**src/rtl/swi_debounce_if.sv**
```systemverilog
// Switch conditioning bundle between raw pins, debouncer and lab top.
// Master side is the debouncer; slave side is its consumer.
interface swi_debounce_if #(
    parameter int NBITS = 8
);
    logic [NBITS-1:0] SWI_RAW;
    logic [NBITS-1:0] SWI;
    logic [NBITS-1:0] SWI_RISE;
    logic [NBITS-1:0] SWI_FALL;
    logic             SETTLING;

    modport master (
        input  SWI_RAW,
        output SWI,
        output SWI_RISE,
        output SWI_FALL,
        output SETTLING
    );

    modport slave (
        output SWI_RAW,
        input  SWI,
        input  SWI_RISE,
        input  SWI_FALL,
        input  SETTLING
    );
endinterface

```
**src/rtl/swi_debounce.sv**
```systemverilog
// Slide switch synchronizer + per-bit debounce, feeding top.SWI.
// Define SWI_DEBOUNCE_EDGE_EN to build the SWI_RISE/SWI_FALL pulse registers.
module swi_debounce #(
    parameter int NBITS           = 8,
    parameter int DEBOUNCE_CYCLES = 4
) (
    input  logic           clk_2,
    input  logic           reset,
    swi_debounce_if.master sw
);
    localparam int CNT_W = $clog2(DEBOUNCE_CYCLES + 1);
    localparam logic [CNT_W-1:0] LAST = CNT_W'(DEBOUNCE_CYCLES - 1);

    logic [NBITS-1:0] sync_meta;
    logic [NBITS-1:0] sync_q;
    logic [NBITS-1:0] swi_q;
    logic [NBITS-1:0] swi_d;
    logic [CNT_W-1:0] cnt_q [NBITS];
    logic [CNT_W-1:0] cnt_d [NBITS];
    logic             settling_q;
    logic             settling_d;

    always_comb begin
        swi_d      = swi_q;
        settling_d = 1'b0;
        for (int i = 0; i < NBITS; i++) begin
            cnt_d[i] = '0;
            if (sync_q[i] != swi_q[i]) begin
                if (cnt_q[i] == LAST) begin
                    swi_d[i] = sync_q[i];
                end else begin
                    cnt_d[i] = cnt_q[i] + CNT_W'(1);
                end
            end
            settling_d = settling_d | (cnt_q[i] != '0) | (cnt_d[i] != '0);
        end
    end

    always_ff @(posedge clk_2) begin
        if (reset) begin
            sync_meta  <= '0;
            sync_q     <= '0;
            swi_q      <= '0;
            settling_q <= 1'b0;
            for (int i = 0; i < NBITS; i++) begin
                cnt_q[i] <= '0;
            end
        end else begin
            sync_meta  <= sw.SWI_RAW;
            sync_q     <= sync_meta;
            swi_q      <= swi_d;
            settling_q <= settling_d;
            for (int i = 0; i < NBITS; i++) begin
                cnt_q[i] <= cnt_d[i];
            end
        end
    end

    assign sw.SWI      = swi_q;
    assign sw.SETTLING = settling_q;

`ifdef SWI_DEBOUNCE_EDGE_EN
    logic [NBITS-1:0] swi_last;
    logic [NBITS-1:0] rise_q;
    logic [NBITS-1:0] fall_q;

    // Pulses fire the cycle after SWI moves; reset clears swi_last too,
    // so a reset never fakes a falling edge.
    always_ff @(posedge clk_2) begin
        if (reset) begin
            swi_last <= '0;
            rise_q   <= '0;
            fall_q   <= '0;
        end else begin
            swi_last <= swi_q;
            rise_q   <= swi_q & ~swi_last;
            fall_q   <= ~swi_q & swi_last;
        end
    end

    assign sw.SWI_RISE = rise_q;
    assign sw.SWI_FALL = fall_q;
`else
    assign sw.SWI_RISE = '0;
    assign sw.SWI_FALL = '0;
`endif
endmodule
```
**src/flat_wrapper.sv**
```systemverilog
// flat-port wrapper written by rule: the top's interface ports become plain ports
module swi_debounce_flat 
#(
    parameter int NBITS           = 8,
    parameter int DEBOUNCE_CYCLES = 4
)
  (clk_2, reset, sw_SWI_RAW, sw_SWI, sw_SWI_RISE, sw_SWI_FALL, sw_SETTLING);
  swi_debounce_if #(.NBITS(NBITS)) sw_i ();
  input  logic clk_2;
  input  logic reset;
  input wire logic [$bits(sw_i.SWI_RAW)-1:0] sw_SWI_RAW;
  output wire logic [$bits(sw_i.SWI)-1:0] sw_SWI;
  output wire logic [$bits(sw_i.SWI_RISE)-1:0] sw_SWI_RISE;
  output wire logic [$bits(sw_i.SWI_FALL)-1:0] sw_SWI_FALL;
  output wire logic [$bits(sw_i.SETTLING)-1:0] sw_SETTLING;
  assign sw_i.SWI_RAW = sw_SWI_RAW;
  assign sw_SWI = sw_i.SWI;
  assign sw_SWI_RISE = sw_i.SWI_RISE;
  assign sw_SWI_FALL = sw_i.SWI_FALL;
  assign sw_SETTLING = sw_i.SETTLING;
  swi_debounce #(.NBITS(NBITS), .DEBOUNCE_CYCLES(DEBOUNCE_CYCLES)) u_core (.clk_2(clk_2), .reset(reset), .sw(sw_i));
endmodule
```
**config.mk**
```make
export PLATFORM = sky130hd
export DESIGN_NAME = swi_debounce_flat
export DESIGN_NICKNAME = d
export VERILOG_FILES = /design/src/rtl/swi_debounce_if.sv /design/src/rtl/swi_debounce.sv /design/src/flat_wrapper.sv
export SDC_FILE = /design/constraint.sdc
export NUM_CORES = 1
export LEC_CHECK = 0
export ABC_AREA = 1
export BUFFER_PORTS_ARGS = -buffer_cell sky130_fd_sc_hd__buf_2
export CORE_MARGIN = 8
export CORE_UTILIZATION = 30
export DETAILED_ROUTE_END_ITERATION = 10
export GPL_TIMING_DRIVEN = 0
export PLACE_DENSITY = 0.5
export SYNTH_ARGS = -nofsm -noshare
export SYNTH_HDL_FRONTEND = slang
export SYNTH_SLANG_ARGS = --single-unit
```
**constraint.sdc**
```tcl
create_clock -name clk_2 -period 1.5 [get_ports clk_2]
set_clock_uncertainty 0.2 [all_clocks]
set_input_delay 0.15 -clock clk_2 [delete_from_list [all_inputs] [get_ports clk_2]]
set_output_delay 0.15 -clock clk_2 [all_outputs]
set_load 0.01 [all_outputs]
```
Word level (Yosys, flattened, before mapping)
Memories as Yosys holds them, arrays and structs flattened.
Index checks and enable logic that the tools add are counted.
Word-level totals
  register bits: 25
  bits in latches: 0
  memory bits (writable): 24
  memory bits (read-only): 0
  memories: 1
Operators by class
  $add $sub $neg: 8
  multiply operators: 0
  div/mod/pow operators: 0
  $lt $le $gt $ge: 0
  eq/ne operators: 16
  shift-type cells: 0
  mux-type cells: 27
  bitwise gates (word level): 23
  reductions and logical operators: 24
Memory list
  u_core.cnt_q: depth 8, bits a word 3, read ports 8, clocked after Yosys merged registers in 0, wr ports 8, line swi_debounce.sv:18  | logic [CNT_W-1:0] cnt_q [NBITS];
Operators with widths (number)
  2-to-1 mux 3 bit: 24
  nonzero test 3 bit: 16
  adder 3 x 1 -> 3 bit, second input constant: 8
  equality test 3 x 2 -> 1 bit, second input constant: 8
  bitwise OR 1 bit: 23
  AND reduction 2 bit: 8
  inequality test 1 bit: 8
  2-to-1 mux 1 bit: 3

Longest topological paths before layout
Gate-level depths: netlist of run 1.
An unclocked memory read counts as a cell.
  depth in word-level cells: 20
  depth in mapped cells: 11
  gate-level depth less buffers: 11

Worst setup path before layout of run 1
OpenSTA, ideal clock, no wires.
  path type: reg2reg
  start point: mem u_core.cnt_q[0][9] in the netlist's numbering
  end point: reg u_core.settling_q (netlist: u_core.sw.SETTLING)
  library setup time: 0.117 ns
  arrival time: 1.145 ns
  required time: 1.183 ns
  setup slack: 0.038 ns
  cell stages (with the launch flop): 10
  path buffers: 0
  cells stage by stage: dfxtp_1 inv_1 ha_1 a21boi_0 nand2_1 nand2_1 nor2_1 nand3_1 nor2_1 nor2_1
RTL lines
  from (decl): line swi_debounce.sv:18
  to (signal assigned): line swi_debounce.sv:52  | settling_q <= settling_d;
  to (decl): line swi_debounce.sv:20  | logic settling_q;

==> qor.txt, run 1 <==
status: finished with violations
violated checks: setup timing
Crit. Startpoint: u_core.cnt_q[0][10]$_SDFF_PP0_
chip width: 102 um
# DRC: 0
vias: 1,734
hold slack final: 0.0141 ns
vias in the first global route: 1,634
CTS Sinks: 49
final core occ: 37.8%
met1 usage: 10.7%
Total Nets Final: 380
leading cell type in the layout, fill and taps excluded: nor2_1
kind of critical path: reg -> reg
Sw Pwr: 0.000548 W
CP required: 1.49 ns
FF-to-FF path depth: 9
commonest cells after routing, fill and taps aside: nor2_1, nand2_1, inv_1, dfxtp_1, buf_2
max cap viols: 0
TritonCTS clock tree: done
combinational group share of total power: 9.1%
Slew Viols, Final: 0
first-pass GRT wire length: 7.14 mm
Reg-to-Reg End: u_core.sw.SETTLING$_SDFF_PP0_
Total Power: 0.00228 W
R2R setup slack: -0.04 ns
crit start category: register
Overall Global Routing Usage: 8.66%
Synth cell types: 19
Min-Delay Path Class: in -> reg
Mapped Avg Cell Area: 7.26 um2
GRT met3 Usage: 2.52%
root buffer cell: clkbuf_8
Final Hold Viols: 0
WL final: 4.22 mm
clock power share: 32.0%
Final GP Congestion: 0.744
worst-path maximum fanout: 2
via/cell ratio: 3.84
ant diodes: 0
pin count of the biggest net entering global routing: 14
I/O pins: 35
Detailed Route Iter0 Violations: 36
number of buffers created by CTS: 5
Worst setup endpoint: u_core.sw.SETTLING$_SDFF_PP0_
Net Sw Frac: 24.0%
initial antenna violation count: 0
Ys Warns: 0
synthesized area: 0.00222 mm2
standby leakage power: 1.37 nW
sequential cell area fraction in the yosys report: 44.2%
post-layout min period: 1.54 ns
Layout Cells excl Fill: 452
Initial Util: 30.8%
H-tree levels: 2
total core area: 0.00721 mm2
Pwr per Cell Area: 837 mW/mm2
drt wl/cell: 9.34 um
Final period util: 103%
cell row count: 31
RSZ-0062 raised after global routing: yes
Gate Count Post-Synth: 306
fin area: 0.00272 mm2
PortBufs: 17
Max Clk Rate: 647 MHz
Post-DP Area: 0.00249 mm2
Worst-path clk slew: 0.09 ns
DP Cell Count: 437
Detailed Routing Iterations Pass 1: 4
P_int: 0.00173 W
fraction of layout cells with a size suffix above 1: 21.2%
Routed Antenna Nets: 0
grt total ovfl: 0
clk_lat worst skew: 0.29 ns
full die area: 0.0104 mm2
synthesis-to-finish area growth: 22.6%
DP HPWL: 3.18 mm
reg2reg start: u_core.cnt_q[0][10]$_SDFF_PP0_
gr busiest metal: met2
clock tree buffer depth: 2
Worst Setup End Kind: register
die height: 102 um
Final setup violation count: 1
#FFs+latches synth: 49
sequential power share: 58.9%
Global Route met2 Usage: 13.9%
final worst slack: -0.0445 ns
Peak VDD IR: 0.351 mV
worst endpoint data arrival time: 1.53 ns
==> cells in the mapped netlist <==
cell,n,area share [%]
conb_1,1,0.17
inv_2,2,0.34
nor3_1,4,0.90
o211ai_1,1,0.34
dfxtp_1,49,44
ha_1,16,9.0
buf_2,2,0.45
a211oi_1,7,2.4
nand2_1,61,10
nand2_2,2,0.56
nand3_1,10,2.3
a21boi_0,1,0.34
nand4_1,4,1.1
o21ai_0,1,0.23
nor2_2,2,0.56
inv_1,56,9.5
clkbuf_1,3,0.51
nor2_1,68,11
buf_4,16,5.4
==> routing by layer <==
metal / part of all wire, % / vias to the layer above / wire (um)
met5: 0 / - / 0
met4: 0.92 / 0 / 39
li1: - / 972 / -
met2: 45 / 22 / 1920
met3: 4.8 / 5 / 202
met1: 49 / 735 / 2060
==> how the worst min path moves through the flow <==
stage                              from                        endpoint  slack [ns]  cells past startpoint
after floorplan           sw_SWI_RAW[0]  u_core.sync_meta[0]$_SDFF_PP0_        0.06                      2
after global placement    sw_SWI_RAW[5]  u_core.sync_meta[5]$_SDFF_PP0_        0.15                      3
after detailed placement  sw_SWI_RAW[3]  u_core.sync_meta[3]$_SDFF_PP0_        0.16                      3
after CTS                         reset   u_core.sw.SWI[4]$_SDFFE_PP0P_        0.04                      2
after global routing              reset   u_core.sw.SWI[1]$_SDFFE_PP0P_        0.04                      2
final                             reset   u_core.sw.SWI[4]$_SDFFE_PP0P_        0.01                      2
==> cell type report <==
type / instances / area (um2)
inverters: 58 / 218
flip-flops and latches: 49 / 992
repair buffers: 26 / 173
clock inverters: 1 / 5.00
multi-input cells: 193 / 1000
plain buffers: 21 / 141
fillers: 758 / 4490
well taps: 99 / 124
clock buffers: 5 / 68.8
==> flip-flops by register name (all words and copies together) (netlist names) <==
name	count
u_core.cnt_q	24
u_core.sw.SETTLING	1
u_core.sw.SWI	8
u_core.sync_meta	8
u_core.sync_q	8
==> cell families (layout without fill, tap and decap cells) <==
| kind of cell | Yosys count | in the layout | share of synthesized area, % |
|---|---|---|---|
| flops | 49 | 49 | 44.2 |
| other cells | 1 | 16 | 0.169 |
| simple gates | 151 | 151 | 27.2 |
| buf+inv | 79 | 111 | 16.2 |
| compound gates | 10 | 10 | 3.27 |
| fa+ha+maj | 16 | 16 | 9.01 |
==> through the flow <==
step | setup TNS (ns) | worst slack [ns]
3_3_place_gp | -0.125 | -0.125
6_report | -0.0445 | -0.0445
3_5_place_dp | -0.128 | -0.128
4_1_cts | -0.0895 | -0.0895
5_1_grt | -0.164 | -0.164
2_1_floorplan | 0 | 0.0382
==> repair_timing <==
action / in CTS / in global routing
endpoints found under the hold margin: 8 / 0
buffers inserted: 0 / 1
hold buffers: 8 / 0
endpoints found under the setup margin: 1 / 1
resized for setup: 9 / 20
pin swaps: 5 / 12
==> critical path: stages (launching register included) <==
cell and delay [ns]:
dfxtp_2 0.35, inv_2 0.05, ha_4 0.21, a21boi_2 0.14, nand2_1 0.08, nand2_1 0.07, nor2_2 0.12, nand3_2 0.08
nor2_2 0.10, nor2_1 0.05
==> power groups by stage <==
stage	registers [W]	clock network (W)	logic, W
floorplan	0.00137	0	0.000140
global placement	0.00137	0	0.000183
detailed placement	0.00137	0	0.000184
CTS	0.00134	0.000761	0.000201
global route	0.00135	0.000802	0.000241
finish	0.00134	0.000730	0.000207
(Power assumes the default switching activity.)
==> inputs of run 2 (changes only) <==
--- a/config.mk
+++ b/config.mk
@@ -8,10 +8,10 @@
 export ABC_AREA = 1
 export BUFFER_PORTS_ARGS = -buffer_cell sky130_fd_sc_hd__buf_2
 export CORE_MARGIN = 8
-export CORE_UTILIZATION = 30
+export CORE_UTILIZATION = 45
 export DETAILED_ROUTE_END_ITERATION = 10
 export GPL_TIMING_DRIVEN = 0
-export PLACE_DENSITY = 0.5
+export PLACE_DENSITY = 0.69
 export SYNTH_ARGS = -nofsm -noshare
 export SYNTH_HDL_FRONTEND = slang
 export SYNTH_SLANG_ARGS = --single-unit
==> run 2 against run 1 <==
Against the previous run:
- cell count down 6.4%
- sequential power is essentially flat
- core utilization up 18 points
- die area is 29% lower
- register-to-register slack worse by 0.03 ns
- largest power group unchanged
- clock-buffer cell count up 2
- clock power grew 2.9%
- sequential cell count stayed put
- non-clock buffer count increased by 2
- global-route usage is 3.0 points higher
- the flow still finishes with violations (setup timing)
- largest cell class is now flip-flops and latches
==> qor.txt, run 2 (same netlist as run 1, synthesis figures left out) <==
worst endpoint data arrival time: 1.56 ns (was 1.53 ns)
via/cell ratio: 4.11 (was 3.84)
Slowest cell on crit path: dfxtp_2 (unchanged)
critical path's largest stage delay: 0.35 ns (about the same)
Peak VDD IR: 0.507 mV (was 0.351 mV)
Detailed Routing Iterations Pass 1: 4 (unchanged)
root buffer cell: clkbuf_8 (unchanged)
leading cell type in the layout, fill and taps excluded: nor2_1 (unchanged)
vias: 1,739 (was 1,734)
Most common cell on crit path: nor2_1
Initial Util: 46.7% (was 30.8%)
first-pass GRT wire length: 6.92 mm (was 7.14 mm)
standby leakage power: 1.37 nW (about the same)
ant diodes: 0 (unchanged)
FF-to-FF path depth: 10 (was 9)
pin count of the biggest net entering global routing: 14 (unchanged)
crit-path cells: ha_1 -> inv_1 -> nor2_1 -> nor2_1 -> nand2_1 -> nand2_1 -> nor2_1 -> nand3_1 -> nor2_2 -> nor2_1 (was inv_2 -> ha_4 -> a21boi_2 -> nand2_1 -> nand2_1 -> nor2_2 -> nand3_2 -> nor2_2 -> nor2_1)
I/O pins: 35 (unchanged)
kind of critical path: reg -> reg (unchanged)
crit start category: register (unchanged)
# DRC: 0 (unchanged)
CP required: 1.48 ns (was 1.49 ns)
drt wl/cell: 9.37 um (was 9.34 um)
full die area: 0.00744 mm2 (was 0.0104 mm2)
commonest cells after routing, fill and taps aside: nor2_1, nand2_1, inv_1, dfxtp_1 (was nor2_1, nand2_1, inv_1, dfxtp_1, buf_2)
fin area: 0.00266 mm2 (was 0.00272 mm2)
clock tree buffer depth: 2 (unchanged)
Final Hold Viols: 0 (unchanged)
H-tree levels: 2 (unchanged)
Max Clk Rate: 635 MHz (was 647 MHz)
number of buffers created by CTS: 5 (unchanged)
final worst slack: -0.0760 ns (was -0.0445 ns)
Overall Global Routing Usage: 11.6% (was 8.66%)
CP top delay family: simple AND/OR/NAND/NOR gates (unchanged)
Post-DP Area: 0.00245 mm2 (was 0.00249 mm2)
Slew Viols, Final: 0 (unchanged)
Min-Delay Path Class: in -> reg (unchanged)
max cap viols: 0 (unchanged)
Total Power: 0.00230 W (was 0.00228 W)
Worst Setup End Kind: register (unchanged)
die height: 86.3 um (was 102 um)
Final GP Congestion: 0.762 (was 0.744)
Min-Delay Path Depth: 2 (unchanged)
WL final: 3.97 mm (was 4.22 mm)
total core area: 0.00475 mm2 (was 0.00721 mm2)
Top reg by flops: u_core.cnt_q (unchanged)
RSZ-0062 raised after global routing: yes (unchanged)
TritonCTS clock tree: done (unchanged)
Buf/Inv on CP: 1 (unchanged)
Final period util: 105% (was 103%)
initial antenna violation count: 0 (unchanged)
post-layout min period: 1.58 ns (was 1.54 ns)
status: finished with violations (unchanged)
vias in the first global route: 1,669 (was 1,634)
PortBufs: 17 (unchanged)
Final setup violation count: 1 (unchanged)
Total Nets Final: 382 (was 380)
synthesis-to-finish area growth: 19.8% (was 22.6%)
clk_lat worst skew: 0.29 ns (about the same)
cell row count: 25 (was 31)
R2R setup slack: -0.08 ns (was -0.04 ns)
violated checks: setup timing (unchanged)
CTS Sinks: 49 (unchanged)
Routed Antenna Nets: 0 (unchanged)
Pwr per Cell Area: 863 mW/mm2 (was 837 mW/mm2)
max reg flops: 24 (unchanged)
chip width: 86.3 um (was 102 um)
final core occ: 56.0% (was 37.8%)
Worst path depth: 10 (was 9)
Detailed Route Iter0 Violations: 121 (was 36)
Worst-path clk slew: 0.08 ns (was 0.09 ns)
fraction of layout cells with a size suffix above 1: 16.9% (was 21.2%)
DP HPWL: 3.09 mm (was 3.18 mm)
grt total ovfl: 0 (unchanged)
worst-path maximum fanout: 3 (was 2)
-- run 2: changes by cell type in the layout (fill, tap and decap cells not counted), moves of 4 or more --
cell and delta:
dfxtp_1 +4, dfxtp_2 -4, nor2_2 -4, nor2_1 +4
-- run 2: final timing paths --
| check | from | endpoint |
|---|---|---|
| max reg2reg | u_core.cnt_q[0][6]$_SDFF_PP0_ | u_core.sw.SETTLING$_SDFF_PP0_ |
| max | u_core.cnt_q[0][6]$_SDFF_PP0_ | u_core.sw.SETTLING$_SDFF_PP0_ |
| min reg2reg | u_core.sync_meta[7]$_SDFF_PP0_ | u_core.sync_q[7]$_SDFF_PP0_ |
| min | reset | u_core.sw.SWI[4]$_SDFFE_PP0P_ |
-- run 2: stage by stage --
step / setup slack (ns) / instances / setup TNS, ns / hold WS [ns]
floorplan: 0.0382 / 321 / 0 / 0.0570
global placement: -0.0968 / 405 / -0.0968 / 0.149
CTS: -0.0644 / 422 / -0.0644 / 0.0241
global route: -0.196 / 423 / -0.214 / 0.0414
detailed placement: -0.120 / 405 / -0.120 / 0.157
finish: -0.0760 / 423 / -0.0760 / 0.0157
-- run 2: final cells by class --
| type | instances | area (um2) |
|---|---|---|
| Multi-Input combinational cell | 193 | 957 |
| Timing Repair Buffer | 28 | 188 |
| Tap cell | 67 | 83.8 |
| Inverter | 58 | 218 |
| Buffer | 21 | 141 |
| Fill cell | 483 | 2090 |
| Clock buffer | 7 | 86.3 |
| Sequential cell | 49 | 987 |
-- run 2: report_power, final --
part / switching [W] / leakage [nW] / internal (W) / total (W)
clock: 0.000385 / 0.0443 / 0.000366 / 0.000751
sequential: 0.0000138 / 0.401 / 0.00133 / 0.00134
combinational: 0.000109 / 0.926 / 0.0000931 / 0.000202
total: 0.000508 / 1.37 / 0.00179 / 0.00230
-- run 2: routing by layer --
layer	routed length [um]	track usage [%]	vias up
met5	0	0	-
met4	57	5.48	0
met3	166	3.21	6
met2	1930	20.0	25
met1	1820	13.0	729
li1	-	-	979
-- run 2: repair_timing --
action                                 CTS  global route
endpoints found under the hold margin    8             0
hold buffers                             8             0
setup buffers                            2             1
setup endpoints to repair                1             2
gates cloned                             0             0
gates resized for setup                  5             7
pin swaps                                4             6
